## config.mk

```make
export PLATFORM = sky130hd
export DESIGN_NAME = gemm_job_scheduler
export DESIGN_NICKNAME = d
export VERILOG_FILES = /design/src/rtl/gemm_job_scheduler.sv
export SDC_FILE = /design/constraint.sdc
export NUM_CORES = 1
export LEC_CHECK = 0
export BUFFER_PORTS_ARGS = -buffer_cell sky130_fd_sc_hd__buf_2
export CAP_MARGIN = 10
export CELL_PAD_IN_SITES_DETAIL_PLACEMENT = 1
export CELL_PAD_IN_SITES_GLOBAL_PLACEMENT = 2
export CORE_MARGIN = 1.5
export CORE_UTILIZATION = 30
export CTS_CLUSTER_SIZE = 8
export DETAILED_ROUTE_END_ITERATION = 10
export HOLD_SLACK_MARGIN = 0.05
export PLACE_DENSITY = 0.69
export SKIP_LAST_GASP = 1
export SYNTH_ARGS = -nofsm -noshare
export SYNTH_HDL_FRONTEND = slang
export SYNTH_SLANG_ARGS = --single-unit
export TNS_END_PERCENT = 10
```

## constraint.sdc

```tcl
create_clock -name clk_i -period 2.35 [get_ports clk_i]
set_input_delay 0.235 -clock clk_i [delete_from_list [all_inputs] [get_ports clk_i]]
set_output_delay 0.235 -clock clk_i [all_outputs]
set_load 0.02 [all_outputs]
```

## src/rtl/gemm_job_scheduler.sv

```systemverilog
// GeMM job scheduler: buffers host jobs in a small FIFO and runs them on the
// accelerator one at a time. For each job it holds the sizes stable, pulses
// start, and waits for done. It then returns a completion record with the tag,
// the run-cycle count and a zero-size error flag.
module gemm_job_scheduler #(
  parameter int SizeAddrWidth = 8,
  parameter int IdWidth       = 4,
  parameter int QueueDepth    = 4,
  parameter int CycleWidth    = 32
) (
  input  logic                             clk_i,
  input  logic                             rst_ni,
  input  logic                             job_valid_i,
  output logic                             job_ready_o,
  input  logic [SizeAddrWidth-1:0]         job_m_i,
  input  logic [SizeAddrWidth-1:0]         job_k_i,
  input  logic [SizeAddrWidth-1:0]         job_n_i,
  input  logic [IdWidth-1:0]               job_id_i,
  output logic                             gemm_start_o,
  output logic [SizeAddrWidth-1:0]         gemm_m_size_o,
  output logic [SizeAddrWidth-1:0]         gemm_k_size_o,
  output logic [SizeAddrWidth-1:0]         gemm_n_size_o,
  input  logic                             gemm_done_i,
  output logic                             cpl_valid_o,
  input  logic                             cpl_ready_i,
  output logic [IdWidth-1:0]               cpl_id_o,
  output logic [CycleWidth-1:0]            cpl_cycles_o,
  output logic                             cpl_err_o,
  output logic                             busy_o,
  output logic [$clog2(QueueDepth+1)-1:0]  queue_level_o
);

  localparam int PtrW = (QueueDepth > 1) ? $clog2(QueueDepth) : 1;
  localparam int LvlW = $clog2(QueueDepth + 1);

  typedef struct packed {
    logic [IdWidth-1:0]       id;
    logic [SizeAddrWidth-1:0] m;
    logic [SizeAddrWidth-1:0] k;
    logic [SizeAddrWidth-1:0] n;
  } job_t;

  typedef enum logic [1:0] {IDLE, START, RUN, CPL} state_t;

  state_t          state, state_next;
  job_t            mem [QueueDepth];
  job_t            head;
  logic [PtrW-1:0] wr_ptr, rd_ptr;
  logic [LvlW-1:0] level, level_next;
  logic            ready_q;
  logic            push, pop;
  logic            head_zero;

  logic [CycleWidth-1:0] run_cnt, run_inc;
  logic [IdWidth-1:0]    tag_q;
  logic [CycleWidth-1:0] cycles_q;
  logic                  err_q;

  // ---------------------------------------------------------------- FIFO
  // Ready is registered from the next occupancy, so it reads as !full
  // during normal operation. It is also 0 while reset is held. A pop in
  // the same cycle as a full FIFO does not open the slot early.
  assign push      = job_valid_i && ready_q;
  assign head      = mem[rd_ptr];
  assign head_zero = (head.m == '0) || (head.k == '0) || (head.n == '0);

  // Occupancy bookkeeping for push/pop
  always_comb begin
    level_next = level;
    unique case ({push, pop})
      2'b10:   level_next = level + LvlW'(1);
      2'b01:   level_next = level - LvlW'(1);
      default: level_next = level;
    endcase
  end

  // Storage array; contents need no reset since level qualifies them
  always_ff @(posedge clk_i) begin
    if (push) mem[wr_ptr] <= '{id: job_id_i, m: job_m_i, k: job_k_i, n: job_n_i};
  end

  // Pointers, occupancy and registered ready
  always_ff @(posedge clk_i or negedge rst_ni) begin
    if (!rst_ni) begin
      wr_ptr  <= '0;
      rd_ptr  <= '0;
      level   <= '0;
      ready_q <= 1'b0;
    end else begin
      if (push) wr_ptr <= wr_ptr + PtrW'(1);
      if (pop)  rd_ptr <= rd_ptr + PtrW'(1);
      level   <= level_next;
      ready_q <= (level_next != LvlW'(QueueDepth));
    end
  end

  // ----------------------------------------------------------------- FSM
  // State register
  always_ff @(posedge clk_i or negedge rst_ni) begin
    if (!rst_ni) state <= IDLE;
    else         state <= state_next;
  end

  // Next state, FIFO pop and control outputs
  always_comb begin
    state_next   = state;
    pop          = 1'b0;
    gemm_start_o = 1'b0;
    cpl_valid_o  = 1'b0;
    busy_o       = 1'b1;
    unique case (state)
      IDLE: begin
        busy_o = 1'b0;
        if (level != '0) begin
          pop        = 1'b1;
          // A zero-sized job is never sent to the accelerator
          state_next = head_zero ? CPL : START;
        end
      end
      START: begin
        gemm_start_o = 1'b1;
        state_next   = RUN;
      end
      RUN: begin
        if (gemm_done_i) state_next = CPL;
      end
      CPL: begin
        cpl_valid_o = 1'b1;
        if (cpl_ready_i) state_next = IDLE;
      end
      default: state_next = IDLE;
    endcase
  end

  // ------------------------------------------------------------ datapath
  // Saturating increment of the run counter
  assign run_inc = (&run_cnt) ? run_cnt : run_cnt + CycleWidth'(1);

  // Latch the job on pop, count run cycles, capture the count on done
  always_ff @(posedge clk_i or negedge rst_ni) begin
    if (!rst_ni) begin
      gemm_m_size_o <= '0;
      gemm_k_size_o <= '0;
      gemm_n_size_o <= '0;
      tag_q         <= '0;
      err_q         <= 1'b0;
      cycles_q      <= '0;
      run_cnt       <= '0;
    end else begin
      if (pop) begin
        gemm_m_size_o <= head.m;
        gemm_k_size_o <= head.k;
        gemm_n_size_o <= head.n;
        tag_q         <= head.id;
        err_q         <= head_zero;
        cycles_q      <= '0;
      end
      if (state == START) run_cnt <= CycleWidth'(1);
      if (state == RUN) begin
        if (gemm_done_i) cycles_q <= run_inc;  // count includes the done cycle
        else             run_cnt  <= run_inc;
      end
    end
  end

  assign job_ready_o   = ready_q;
  assign cpl_id_o      = tag_q;
  assign cpl_cycles_o  = cycles_q;
  assign cpl_err_o     = err_q;
  assign queue_level_o = level;

endmodule
```

* Word-level counts from Yosys, hierarchy flattened
Memory sizes are Yosys's and may differ from the RTL's. Index checks and enable logic that the tools add are counted.
Storage, ports and cells: memories 1, logic and storage cells 57, input bits 33, bits in writable memories 112, bits in registers 103, output and inout bits 68
Memories:
- mem | words 4, bits a word 28, rd ports 1, clocked after Yosys merged registers in 0, wr ports 1, RTL line 46 | job_t mem [QueueDepth];
Operators by class: equality and inequality tests 9, reductions and logical operators 10, add/subtract/negate cells 5, muxes and demuxes 20
Operator list (number):
- $mux W32 | 7
- $add A32 B1 Y32 const B | 1
- $reduce_and A32 Y1 | 1
- $logic_not A8 Y1 | 3
- $mux W2 | 4
- $pmux W2 S4 | 1
- $mux W1 | 7
- $eq A2 B2 Y1 const B | 3
- $ne A2 B2 Y1 const B | 3
- $pmux W3 S2 | 1
- $add A2 B1 Y2 const B | 2
- $eq A2 B1 Y1 const B | 2
- $add A3 B1 Y3 const B | 1
- $ne A3 B3 Y1 const B | 1
- $reduce_and A3 Y1 | 1
- $reduce_bool A3 Y1 | 1
- $sub A3 B1 Y3 const B | 1
- $logic_not A2 Y1 | 1
- $logic_or A1 B1 Y1 | 2
- $logic_and A1 B1 Y1 | 1

* Logic depth before layout (Yosys ltp)
Gate-level depths: netlist of the first run. An unclocked memory read counts as a cell.
depth after elaboration 7, mapped depth 13, mapped depth without buffers 11

* Worst setup path before layout of the first run
Ideal clock, no wire load.
path type register to register, start register state[0], end register ready_q, in the netlist job_ready_o, stages on the path, launching flop included 14, data arrival time 2.411 ns, clock period less this slack 2.535 ns, buffers on the path 2, setup time 0.124 ns, data required time 2.226 ns, slack -0.185 ns, cell sequence dfrtp_1 > inv_1 > ha_1 > nand2b_1 > clkbuf_1 > inv_1 > clkbuf_1 > ha_1 > inv_1 > fa_1 > xor2_1 > nor2_1 > xor2_1 > nand2_1
Between the ends: cells in the longest elaborated chain, start to end 5, elaborated cells on any way between the ends 6, classes of those cells eq/ne: 3; mux: 2; reduce/logical: 1
RTL lines:
- start, declared | RTL line 45 | state_t state, state_next;
- start signal, assigned | RTL line 101 | else state <= state_next;
- $logic_not A2 Y1 * | RTL line 111 | unique case (state)
- $mux W1 * | RTL line 111
- via pop | RTL line 51 | logic push, pop;
- $eq A2 B1 Y1 / $eq A2 B2 Y1 (equally long branches) | RTL line 70 | unique case ({push, pop})
- $pmux W3 S2 * | RTL line 70
- via level_next[2] | RTL line 49 | logic [LvlW-1:0] level, level_next;
- $ne A3 B3 Y1 * | RTL line 93 | ready_q <= (level_next != LvlW'(QueueDepth));
- end signal, assigned | RTL line 93
- end, declared | RTL line 50 | logic ready_q;
Mark *: on every way through the listed nets, which the timed path passes. The rest lies on a longest branch. A chain may end at the register's enable or synchronous reset.

* Worst setup path in the final report of the first run
start register run_cnt[31], end register cycles_q[4], in the netlist cpl_cycles_o[4]
Between the ends: cells in the longest elaborated chain, start to end 4
RTL lines:
- start, declared | RTL line 54 | logic [CycleWidth-1:0] run_cnt, run_inc;
- start signal, assigned | RTL line 158 | if (state == START) run_cnt <= CycleWidth'(1);
- start signal, assigned | RTL line 161 | else run_cnt <= run_inc;
- $reduce_and A32 Y1 | RTL line 137 | assign run_inc = (&run_cnt) ? run_cnt : run_cnt + CycleWidth'(1);
- $mux W32 | RTL line 137
- $mux W32 | RTL line 160 | if (gemm_done_i) cycles_q <= run_inc;
- $mux W32 | RTL line 159 | if (state == RUN) begin
- end signal, assigned | RTL line 160
- end, declared | RTL line 56 | logic [CycleWidth-1:0] cycles_q;
Every way passes these cells.

==> results.py, run 1 <==
metrics = {
    "status": {
        "status": "complete, no violations",
    },
    "sta": {
        "max_freq_mhz": 433,
        "rsz0062_at_grt": "yes",
        "tightest_slew_ns": 0.763,
        "fin_crit_sh": 0.982,
        "drv_slew": 0,
        "period_minus_slack_ns": 2.31,
        "hold_viol": 0,
        "worst_hold_slack_ns": 0.0790,
        "setup_ws_ns": 0.0426,
        "slew_headroom": 0.490,
        "skew_ns": 0.0254,
        "setup_viol": 0,
    },
    "critical_path": {
        "max_stage_delay_ns": 0.73,
        "critPathBufInv": 1,
        "end_kind": "flip-flop",
        "path_max_fanout": 19,
        "critPathLaunchType": "flip-flop",
        "crit_chain": "nand2_1, or4_2, o41ai_4, buf_12, mux2_4, o311ai_4",
        "critical_path_class": "flip-flop to flip-flop",
        "critPathTopFamily": "simple AND/OR/NAND/NOR gates",
        "cp_data_arrival_time_ns": 2.78,
        "cpMaxStageDelayCell": "or4_2",
        "cp.required_ns": 2.83,
    },
    "power": {
        "power_density_nw_per_um2": 1120,
        "leakage_nw": 4.84,
        "ir_worst_vdd_mv": 0.652,
        "total_power_mw": 13.7,
    },
    "yosys": {
        "synth_seq_cells": 215,
        "yosys_warnings": 0,
        "syn_area_um2": 9770,
        "syn_area_per_cell_um2": 13.6,
        "synth_flop_cell": "edfxtp_1",
        "yosysSeqAreaShare": 0.608,
        "synth_edf_count": 112,
        "ys_async_sr_fraction": 0.479,
        "syn_inst": 716,
        "ys_types": 67,
        "syn_nets": 761,
    },
    "floorplanning": {
        "die_y_um": 183,
        "design.die.area_um2": 33700,
        "fp.dieW_um": 183,
        "rows": 65,
        "num_io_pins": 101,
        "core_um2": 31800,
        "initial_core_util": 0.307,
    },
    "detailed_routing": {
        "drt_iter0_markers": 336,
        "post_drt_via_cell_ratio": 5.07,
        "drc": 0,
        "first_pass_iters": 4,
        "avgRoutedWirePerCell_um": 20.4,
        "drt-total-wl_mm": 27.5,
        "vias": 6840,
        "ant_nets": 0,
    },
    "grt": {
        "grt_pass1_vias": 7444,
        "grt-ovfl-total": 0,
        "antenna_found_initial": 0,
        "grt_usage": 0.169,
        "grt_pass1_wl_mm": 44.1,
        "grt_start_max_net_pins": 38,
    },
    "finish": {
        "fin_cells": 1348,
        "drive_gt1_frac": 0.314,
        "fin_util": 0.386,
        "area_growth_syn_to_layout_pct": 25.7,
        "n_antenna_cell": 0,
        "final_cell_mix": "112 x edfxtp_1, 101 x dfrtp_1, 99 x buf_2",
        "layout_commonest_cell": "edfxtp_1",
        "nets": 939,
    },
    "clock_network": {
        "cts_root_buffer": "clkbuf_16",
        "clkLatencyLatePin_ns": 0.57,
        "clk_pin_slew_ns": 0.05,
        "htree_levels": 1,
        "cts_tree": "yes",
        "cts_buffers": 31,
        "clock_path_buffers": 3,
        "cts_sinks": 215,
    },
    "worst_hold_path": {
        "worstHoldPathType": "input pin to flip-flop",
    },
    "placement": {
        "pre_cts_ws_ns": 0.0667,
        "placed_cells": 1266,
        "place_hpwl_mm": 18.4,
        "portBuffers": 100,
        "place_congestion": 0.813,
    },
    "job": {
        "maxCapViolCount": 0,
    },
}
==> cells by family (layout without fill, tap and decap cells) <==
| group | count (synthesis) | count (layout) | share of synthesized area |
|---|---|---|---|
| AND/OR/NAND/NOR | 221 | 221 | 0.126 |
| buffers and inverters | 72 | 269 | 0.0447 |
| adder cells (fa/ha/maj) | 12 | 12 | 0.0161 |
| multiplexers | 67 | 67 | 0.109 |
| AO/OA/AOI/OAI | 113 | 113 | 0.0824 |
| flip-flops | 215 | 215 | 0.608 |
| XOR/XNOR | 16 | 16 | 0.0143 |
==> where the power goes <==
part | switching [mW] | leakage [nW] | internal, mW
Clock | 1.64 | 0.440 | 2.59
Sequential | 0.350 | 2.37 | 4.80
Combinational | 2.56 | 2.03 | 1.79
Total | 4.55 | 4.84 | 9.18
==> per-layer routing <==
metal  up-vias  global-route usage  wire, um  share of wire
li1       3140                   -         -              -
met1      3508               0.220     12000           0.44
met2       148               0.298     13800           0.50
met3        44              0.0252      1100          0.040
met4         0              0.0374       524          0.019
met5         -                   0         0              0
==> sequential cells by signal (all words and copies together) (netlist names) <==
signal and flops:
run_cnt 32, wr_ptr 2, queue_level_o 3, cpl_err_o 1, job_ready_o 1, gemm_k_size_o 8
mem 112, gemm_m_size_o 8, cpl_id_o 4, gemm_n_size_o 8, state 2, rd_ptr 2
cpl_cycles_o 32
==> Yosys cell counts (3+ instances only) <==
library cell	count	area share
o31a_1	3	0.0027
mux2_2	29	0.033
and3_1	18	0.012
a31oi_1	19	0.012
clkbuf_1	30	0.012
or4_1	9	0.0069
nor3_1	9	0.0046
inv_1	16	0.0061
mux4_2	28	0.065
o211ai_1	15	0.012
a311o_1	4	0.0041
and2_1	6	0.0038
or4_2	7	0.0063
mux2i_1	9	0.0092
o21ai_0	30	0.015
nand2b_1	3	0.0019
or3_1	5	0.0032
a211oi_1	3	0.0023
clkbuf_8	7	0.0099
o311ai_0	5	0.0045
clkbuf_2	3	0.0015
nand2_1	48	0.018
a21o_1	3	0.0023
nor4_1	16	0.010
o41ai_1	3	0.0027
xnor2_1	14	0.013
nand3_1	53	0.027
ha_1	11	0.014
a21oi_1	9	0.0046
edfxtp_1	112	0.34
o21a_1	3	0.0023
nand4_1	18	0.012
dfrtp_1	103	0.26
buf_2	7	0.0036
nor4b_1	4	0.0036
nor2_1	13	0.0050
==> final cells by class <==
| cell class | count | area, um2 |
|---|---|---|
| flip-flops and latches | 215 | 5940 |
| clock inverters | 2 | 50.0 |
| repair buffers | 201 | 1410 |
| well taps | 435 | 544 |
| clock buffers | 50 | 867 |
| inverters | 16 | 60.1 |
| fillers | 3373 | 19500 |
| multi-input cells | 429 | 3410 |
==> worst min-delay path, delay by kind of cell <==
family / cells / cell delay [ns]
xor+xnor: 1 / 0.08
buf+inv: 1 / 0.12
simple gates: 1 / 0.15
==> path summary, 6_finish.rpt <==
kind	start	end	slack [ns]	depth (start not counted)
max	run_cnt[31]	cpl_cycles_o[4]	0.04	6
max reg2reg	run_cnt[31]	cpl_cycles_o[4]	0.04	6
min	job_valid_i	wr_ptr[0]	0.08	3
min in group asynchronous	rst_ni	cpl_cycles_o[9]	0.20	2
max in group asynchronous	rst_ni	gemm_n_size_o[1]	1.51	3
min reg2reg	cpl_err_o	cpl_err_o	0.49	2
==> per-stage QoR <==
step	cell area (um2)	setup TNS (ns)
2_1_floorplan	9780	0
3_3_place_gp	11100	0
3_5_place_dp	11100	0
4_1_cts	12300	0
5_1_grt	12300	-0.100
6_report	12300	0
==> timing repair <==
action / in CTS / in global routing
buffers inserted: 0 / 1
endpoints found under the hold margin: 147 / 0
hold buffers: 29 / 0
gates resized for setup: 0 / 4
setup endpoints to repair: 0 / 18
No activity file was read; power rests on OpenSTA's default activity.
==> run 2, diff against run 1 <==
--- a/config.mk
+++ b/config.mk
@@ -13,8 +13,10 @@
 export CORE_UTILIZATION = 30
 export CTS_CLUSTER_SIZE = 8
 export DETAILED_ROUTE_END_ITERATION = 10
+export GPL_ROUTABILITY_DRIVEN = 0
 export HOLD_SLACK_MARGIN = 0.05
-export PLACE_DENSITY = 0.69
+export PLACE_DENSITY_LB_ADDON = 0.1
+export SETUP_SLACK_MARGIN = 0.5
 export SKIP_LAST_GASP = 1
 export SYNTH_ARGS = -nofsm -noshare
 export SYNTH_HDL_FRONTEND = slang
==> run 2 against run 1 <==
Global-route usage is 0.74 points higher. Cell count grew 4.2%. First-iteration DRC count shrank 6.5%. Combinational power increased by 16%. Maximum frequency grew 8.7%. Critical endpoint is now run_cnt[26]. Largest cell class unchanged. Highest routed layer unchanged.
==> results.py, run 2 (synthesis gave the netlist of run 1 again) <==
metrics = {
    "clock_network": {
        "htree_levels": 1,
        "cts_sinks": 215,
        "cts_tree": "yes",
        "clock_path_buffers": 3,
        "clk_pin_slew_ns": 0.06,
        "clkLatencyLatePin_ns": 0.57,
        "cts_root_buffer": "clkbuf_16",
        "cts_buffers": 31,
    },
    "sta": {
        "skew_ns": 0.0317,
        "fin_crit_sh": 0.904,
        "slew_headroom": 0.355,
        "tightest_slew_ns": 0.965,
        "drv_slew": 0,
        "period_minus_slack_ns": 2.12,
        "finalSetupTns_ns": 0,
        "hold_viol": 0,
        "rsz0062_at_grt": "yes",
        "worst_hold_slack_ns": 0.126,
        "max_freq_mhz": 471,
        "setup_viol": 0,
    },
    "placement": {
        "portBuffers": 100,
        "place_hpwl_mm": 18.9,
    },
    "floorplanning": {
        "num_io_pins": 101,
        "core_um2": 31800,
        "rows": 65,
        "die_y_um": 183,
        "initial_core_util": 0.307,
        "design.die.area_um2": 33700,
        "fp.dieW_um": 183,
    },
    "detailed_routing": {
        "post_drt_via_cell_ratio": 5.05,
        "drt_iter0_markers": 314,
        "avgRoutedWirePerCell_um": 21.2,
        "vias": 7101,
        "ant_nets": 0,
        "drc": 0,
        "first_pass_iters": 4,
        "drt-total-wl_mm": 29.8,
    },
    "critical_path": {
        "cp.required_ns": 2.81,
        "crit_start": "run_cnt[0]",
        "r2r_start": "run_cnt[0]",
        "cp_data_arrival_time_ns": 2.59,
        "critPathLaunchType": "flip-flop",
        "critical_path_class": "flip-flop to flip-flop",
        "end_kind": "flip-flop",
        "path_max_fanout": 4,
    },
    "finish": {
        "nets": 994,
        "area_growth_syn_to_layout_pct": 34.2,
        "n_antenna_cell": 0,
        "layout_commonest_cell": "edfxtp_1",
        "largest_reg_flops": 112,
        "final_cell_mix": "112 x edfxtp_1, 108 x buf_4, 99 x buf_2",
        "fin_util": 0.412,
        "drive_gt1_frac": 0.412,
        "top_register": "mem",
        "n_fill_cell": 3331,
    },
    "worst_hold_path": {
        "worstHoldPathType": "input pin to flip-flop",
        "min_from": "job_valid_i",
    },
    "power": {
        "power_density_nw_per_um2": 1090,
        "total_power_mw": 14.3,
        "ir_worst_vdd_mv": 0.801,
        "leakage_nw": 5.24,
    },
    "grt": {
        "grt_pass1_vias": 7680,
        "antenna_found_initial": 0,
        "grt_usage": 0.176,
        "grt_start_max_net_pins": 52,
        "grt_pass1_wl_mm": 45.4,
        "grt-ovfl-total": 0,
    },
    "status": {
        "status": "complete, no violations",
    },
    "job": {
        "maxCapViolCount": 0,
    },
}
-- run 2: changes by cell type in the layout (fill, tap and decap cells not counted), moves of 6 or more --
cell,previous run,this run
or4_2,7,1
buf_6,1,8
dfrtp_2,2,15
buf_4,66,108
nand3_2,0,9
nor4_1,15,8
dfrtp_1,101,88
or4_4,1,11
nand3_1,53,44
-- run 2: final cells by class --
type	count	area, um2	share of cell area
Sequential cell	215	5960	0.455
Multi-Input combinational cell	429	3710	0.283
Timing Repair Buffer	256	1940	0.148
Clock buffer	52	865	0.0659
Tap cell	435	544	0.0415
Inverter	16	62.6	0.00477
Clock inverter	2	28.8	0.00219
-- run 2: metrics by stage --
stage,instances,worst slack (ns),instance area (um2)
after floorplan,716,0.215,9870
after global placement,1273,0.00817,11200
after detailed placement,1273,0.0102,11200
after CTS,1385,0.00969,12800
after global routing,1405,0.102,13100
final,1405,0.226,13100
-- run 2: final timing paths --
kind	end	cells after the start	slack [ns]
min in group asynchronous	cpl_cycles_o[15]	2	0.14
worst max-delay path	run_cnt[26]	8	0.23
worst min register to register	cpl_cycles_o[24]	2	0.49
worst min-delay path	wr_ptr[0]	3	0.13
worst max register to register	run_cnt[26]	8	0.23
max in group asynchronous	wr_ptr[0]	3	1.39
-- run 2: power breakdown --
part | switching [mW] | internal, mW | total, mW
registers | 0.356 | 4.80 | 5.16
clock network | 1.66 | 2.48 | 4.14
logic | 2.83 | 2.21 | 5.04
-- run 2: what timing repair did --
item / CTS / global route
hold buffers: 29 / 0
buffers inserted: 27 / 19
endpoints found under the setup margin: 74 / 98
gates resized for setup: 46 / 41
hold endpoints to repair: 183 / 0
cloned: 2 / 1
pin swaps: 15 / 13
-- run 2: critical path, cell delays in order, from the launching register on --
cell and delay (ns):
dfrtp_2 0.38, ha_4 0.14, nand4_1 0.13, or4_4 0.49, buf_4 0.18, nor4b_1 0.28, buf_4 0.17, o21ai_0 0.07
a21o_1 0.18
-- run 2: per-layer routing --
| layer | vias up | track usage | wire length [um] |
|---|---|---|---|
| met5 | - | 0 | 0 |
| met2 | 120 | 0.327 | 15900 |
| met3 | 41 | 0.0291 | 1150 |
| met4 | 0 | 0.0361 | 483 |
| li1 | 3246 | - | - |
| met1 | 3694 | 0.214 | 12300 |
==> run 3, diff against run 2 <==
--- a/config.mk
+++ b/config.mk
@@ -10,10 +10,9 @@
 export CELL_PAD_IN_SITES_DETAIL_PLACEMENT = 1
 export CELL_PAD_IN_SITES_GLOBAL_PLACEMENT = 2
 export CORE_MARGIN = 1.5
-export CORE_UTILIZATION = 30
+export CORE_UTILIZATION = 37
 export CTS_CLUSTER_SIZE = 8
 export DETAILED_ROUTE_END_ITERATION = 10
-export GPL_ROUTABILITY_DRIVEN = 0
 export HOLD_SLACK_MARGIN = 0.05
 export PLACE_DENSITY_LB_ADDON = 0.1
 export SETUP_SLACK_MARGIN = 0.5
==> run 3 against run 2 <==
Setup slack got worse by 0.020 ns. Cell count fell by 9.1%. Combinational power fell by 4.6%. Register-to-register slack got worse by 0.02 ns. Non-clock buffer count fell by 25. Sequential share of layout area rose by 1.6 points. Global-route usage rose by 3.0 points. Sequential cell count did not move. Final area fell by 3.4%. Count of clock-buffer cells in the layout fell by 2. Critical endpoint is now cpl_err_o. Largest cell class unchanged. Largest power group unchanged. Highest routed layer unchanged.
==> results.py, run 3 (synthesis gave the netlist of run 1 again) <==
metrics = {
    "worst_hold_path": {
        "worstHoldPathType": "input pin to flip-flop",
        "min_path_cells": 3,
    },
    "finish": {
        "final_cell_mix": "112 x edfxtp_1, 99 x buf_2, 91 x dfrtp_1",
        "drive_gt1_frac": 0.378,
        "largest_reg_flops": 112,
        "top_register": "mem",
        "area_growth_syn_to_layout_pct": 29.7,
        "nets": 968,
        "final_area_um2": 12700,
        "n_antenna_cell": 0,
        "n_fill_cell": 2648,
        "layout_commonest_cell": "edfxtp_1",
    },
    "floorplanning": {
        "die_y_um": 166,
        "design.die.area_um2": 27400,
        "num_io_pins": 101,
        "core_um2": 26000,
        "initial_core_util": 0.376,
        "fp.dieW_um": 166,
        "rows": 59,
    },
    "critical_path": {
        "crit_chain": "buf_12, mux4_2, or4_4, nor2_4, a211oi_1, o21ai_1",
        "cp_data_arrival_time_ns": 2.62,
        "worstRegToRegCells": 6,
        "cp.required_ns": 2.82,
        "cpMaxStageDelayCell": "or4_4",
        "critical_path_class": "flip-flop to flip-flop",
        "end_kind": "flip-flop",
        "path_max_fanout": 7,
        "critPathLaunchType": "flip-flop",
        "max_stage_delay_ns": 0.56,
    },
    "placement": {
        "place_congestion": 0.831,
        "place_hpwl_mm": 18.3,
        "portBuffers": 100,
        "post_dp_cell_area_um2": 11000,
    },
    "detailed_routing": {
        "post_drt_via_cell_ratio": 5.48,
        "ant_nets": 0,
        "vias": 7000,
        "drt_iter0_markers": 402,
        "drt-total-wl_mm": 27.6,
        "first_pass_iters": 4,
        "avgRoutedWirePerCell_um": 21.6,
        "drc": 0,
    },
    "sta": {
        "period_minus_slack_ns": 2.14,
        "skew_ns": 0.0233,
        "tightest_slew_ns": 0.588,
        "drv_slew": 0,
        "max_freq_mhz": 467,
        "setup_viol": 0,
        "rsz0062_at_grt": "yes",
        "fin_crit_sh": 0.912,
        "finalSetupTns_ns": 0,
        "hold_viol": 0,
        "slew_headroom": 0.605,
    },
    "power": {
        "ir_worst_vdd_mv": 0.728,
        "power_density_nw_per_um2": 1100,
        "p_sw_mw": 4.70,
        "p_comb_frac": 0.344,
        "leakage_nw": 5.03,
        "power.share.clock": 0.284,
        "p_int_mw": 9.27,
        "seq_power_share": 0.372,
        "switching_share": 0.337,
    },
    "clock_network": {
        "clkLatencyLatePin_ns": 0.57,
        "cts_buffers": 30,
        "clk_pin_slew_ns": 0.05,
        "htree_levels": 1,
        "cts_sinks": 215,
        "cts_root_buffer": "clkbuf_16",
        "cts_tree": "yes",
        "clock_path_buffers": 3,
    },
    "grt": {
        "grt_pass1_wl_mm": 42.7,
        "grt_start_max_net_pins": 48,
        "met2_usage": 0.385,
        "grt_usage": 0.206,
        "grt-ovfl-total": 0,
        "met3_usage": 0.0347,
        "top_usage_layer": "met2",
        "grt_pass1_vias": 7636,
        "antenna_found_initial": 0,
        "grt_use_met1": 0.240,
    },
    "status": {
        "status": "complete, no violations",
    },
    "job": {
        "maxCapViolCount": 0,
    },
}
==> run 3: critical path: cells and delay by family (launching register included) <==
family	cells	cell delay, ns
mux	1	0.52
flops	1	0.44
simple gates	2	0.72
buf+inv	1	0.16
compound gates	2	0.22
==> run 3: repair_timing <==
action / CTS / global route
pin swaps: 10 / 16
setup endpoints to repair: 70 / 98
endpoints found under the hold margin: 215 / 0
hold buffers: 29 / 0
setup buffers: 15 / 17
gates resized for setup: 29 / 31
gates cloned: 1 / 0
==> run 3: power groups by stage <==
stage	sequential [mW]	combinational (mW)	clock (mW)
2_1_floorplan	5.50	2.67	0
3_3_place_gp	5.21	4.35	0
3_5_place_dp	5.25	4.43	0
4_1_cts	5.21	4.79	4.05
5_1_grt	5.27	5.23	4.20
6_report	5.20	4.81	3.97
==> run 3: cell type report <==
class,instances,area [um2],share of cell area
multi-input cells,429,3650,0.288
flip-flops and latches,215,5960,0.470
clock inverters,1,30.0,0.00237
clock buffers,50,826,0.0652
inverters,16,62.6,0.00494
well taps,335,419,0.0331
repair buffers,231,1730,0.136
==> run 3: worst paths after layout <==
path	from	endpoint	slack, ns
setup / recovery	rd_ptr[0]	cpl_err_o	0.21
hold / removal	job_valid_i	wr_ptr[0]	0.10
setup reg to reg	rd_ptr[0]	cpl_err_o	0.21
hold reg to reg	cpl_cycles_o[11]	cpl_cycles_o[11]	0.50
max in group asynchronous	rst_ni	queue_level_o[2]	1.58
min in group asynchronous	rst_ni	cpl_cycles_o[13]	0.11
==> run 3: stage by stage <==
step                hold slack [ns]  instances  utilization  setup slack [ns]  total power [mW]
global placement              0.150       1164        0.423           -0.0419              9.56
detailed placement            0.152       1164        0.423           0.00283              9.68
CTS                          0.0888       1260        0.477            0.0674              14.1
global route                  0.124       1277        0.488            0.0772              14.7
finish                        0.102       1277        0.488             0.206              14.0
floorplan                   -0.0606        716            -             0.215              8.17
==> run 3: metal layers <==
metal | vias up | wire (um)
met5 | - | 0
met4 | 0 | 875
met3 | 58 | 1000
met2 | 139 | 14700
met1 | 3602 | 10900
li1 | 3201 | -
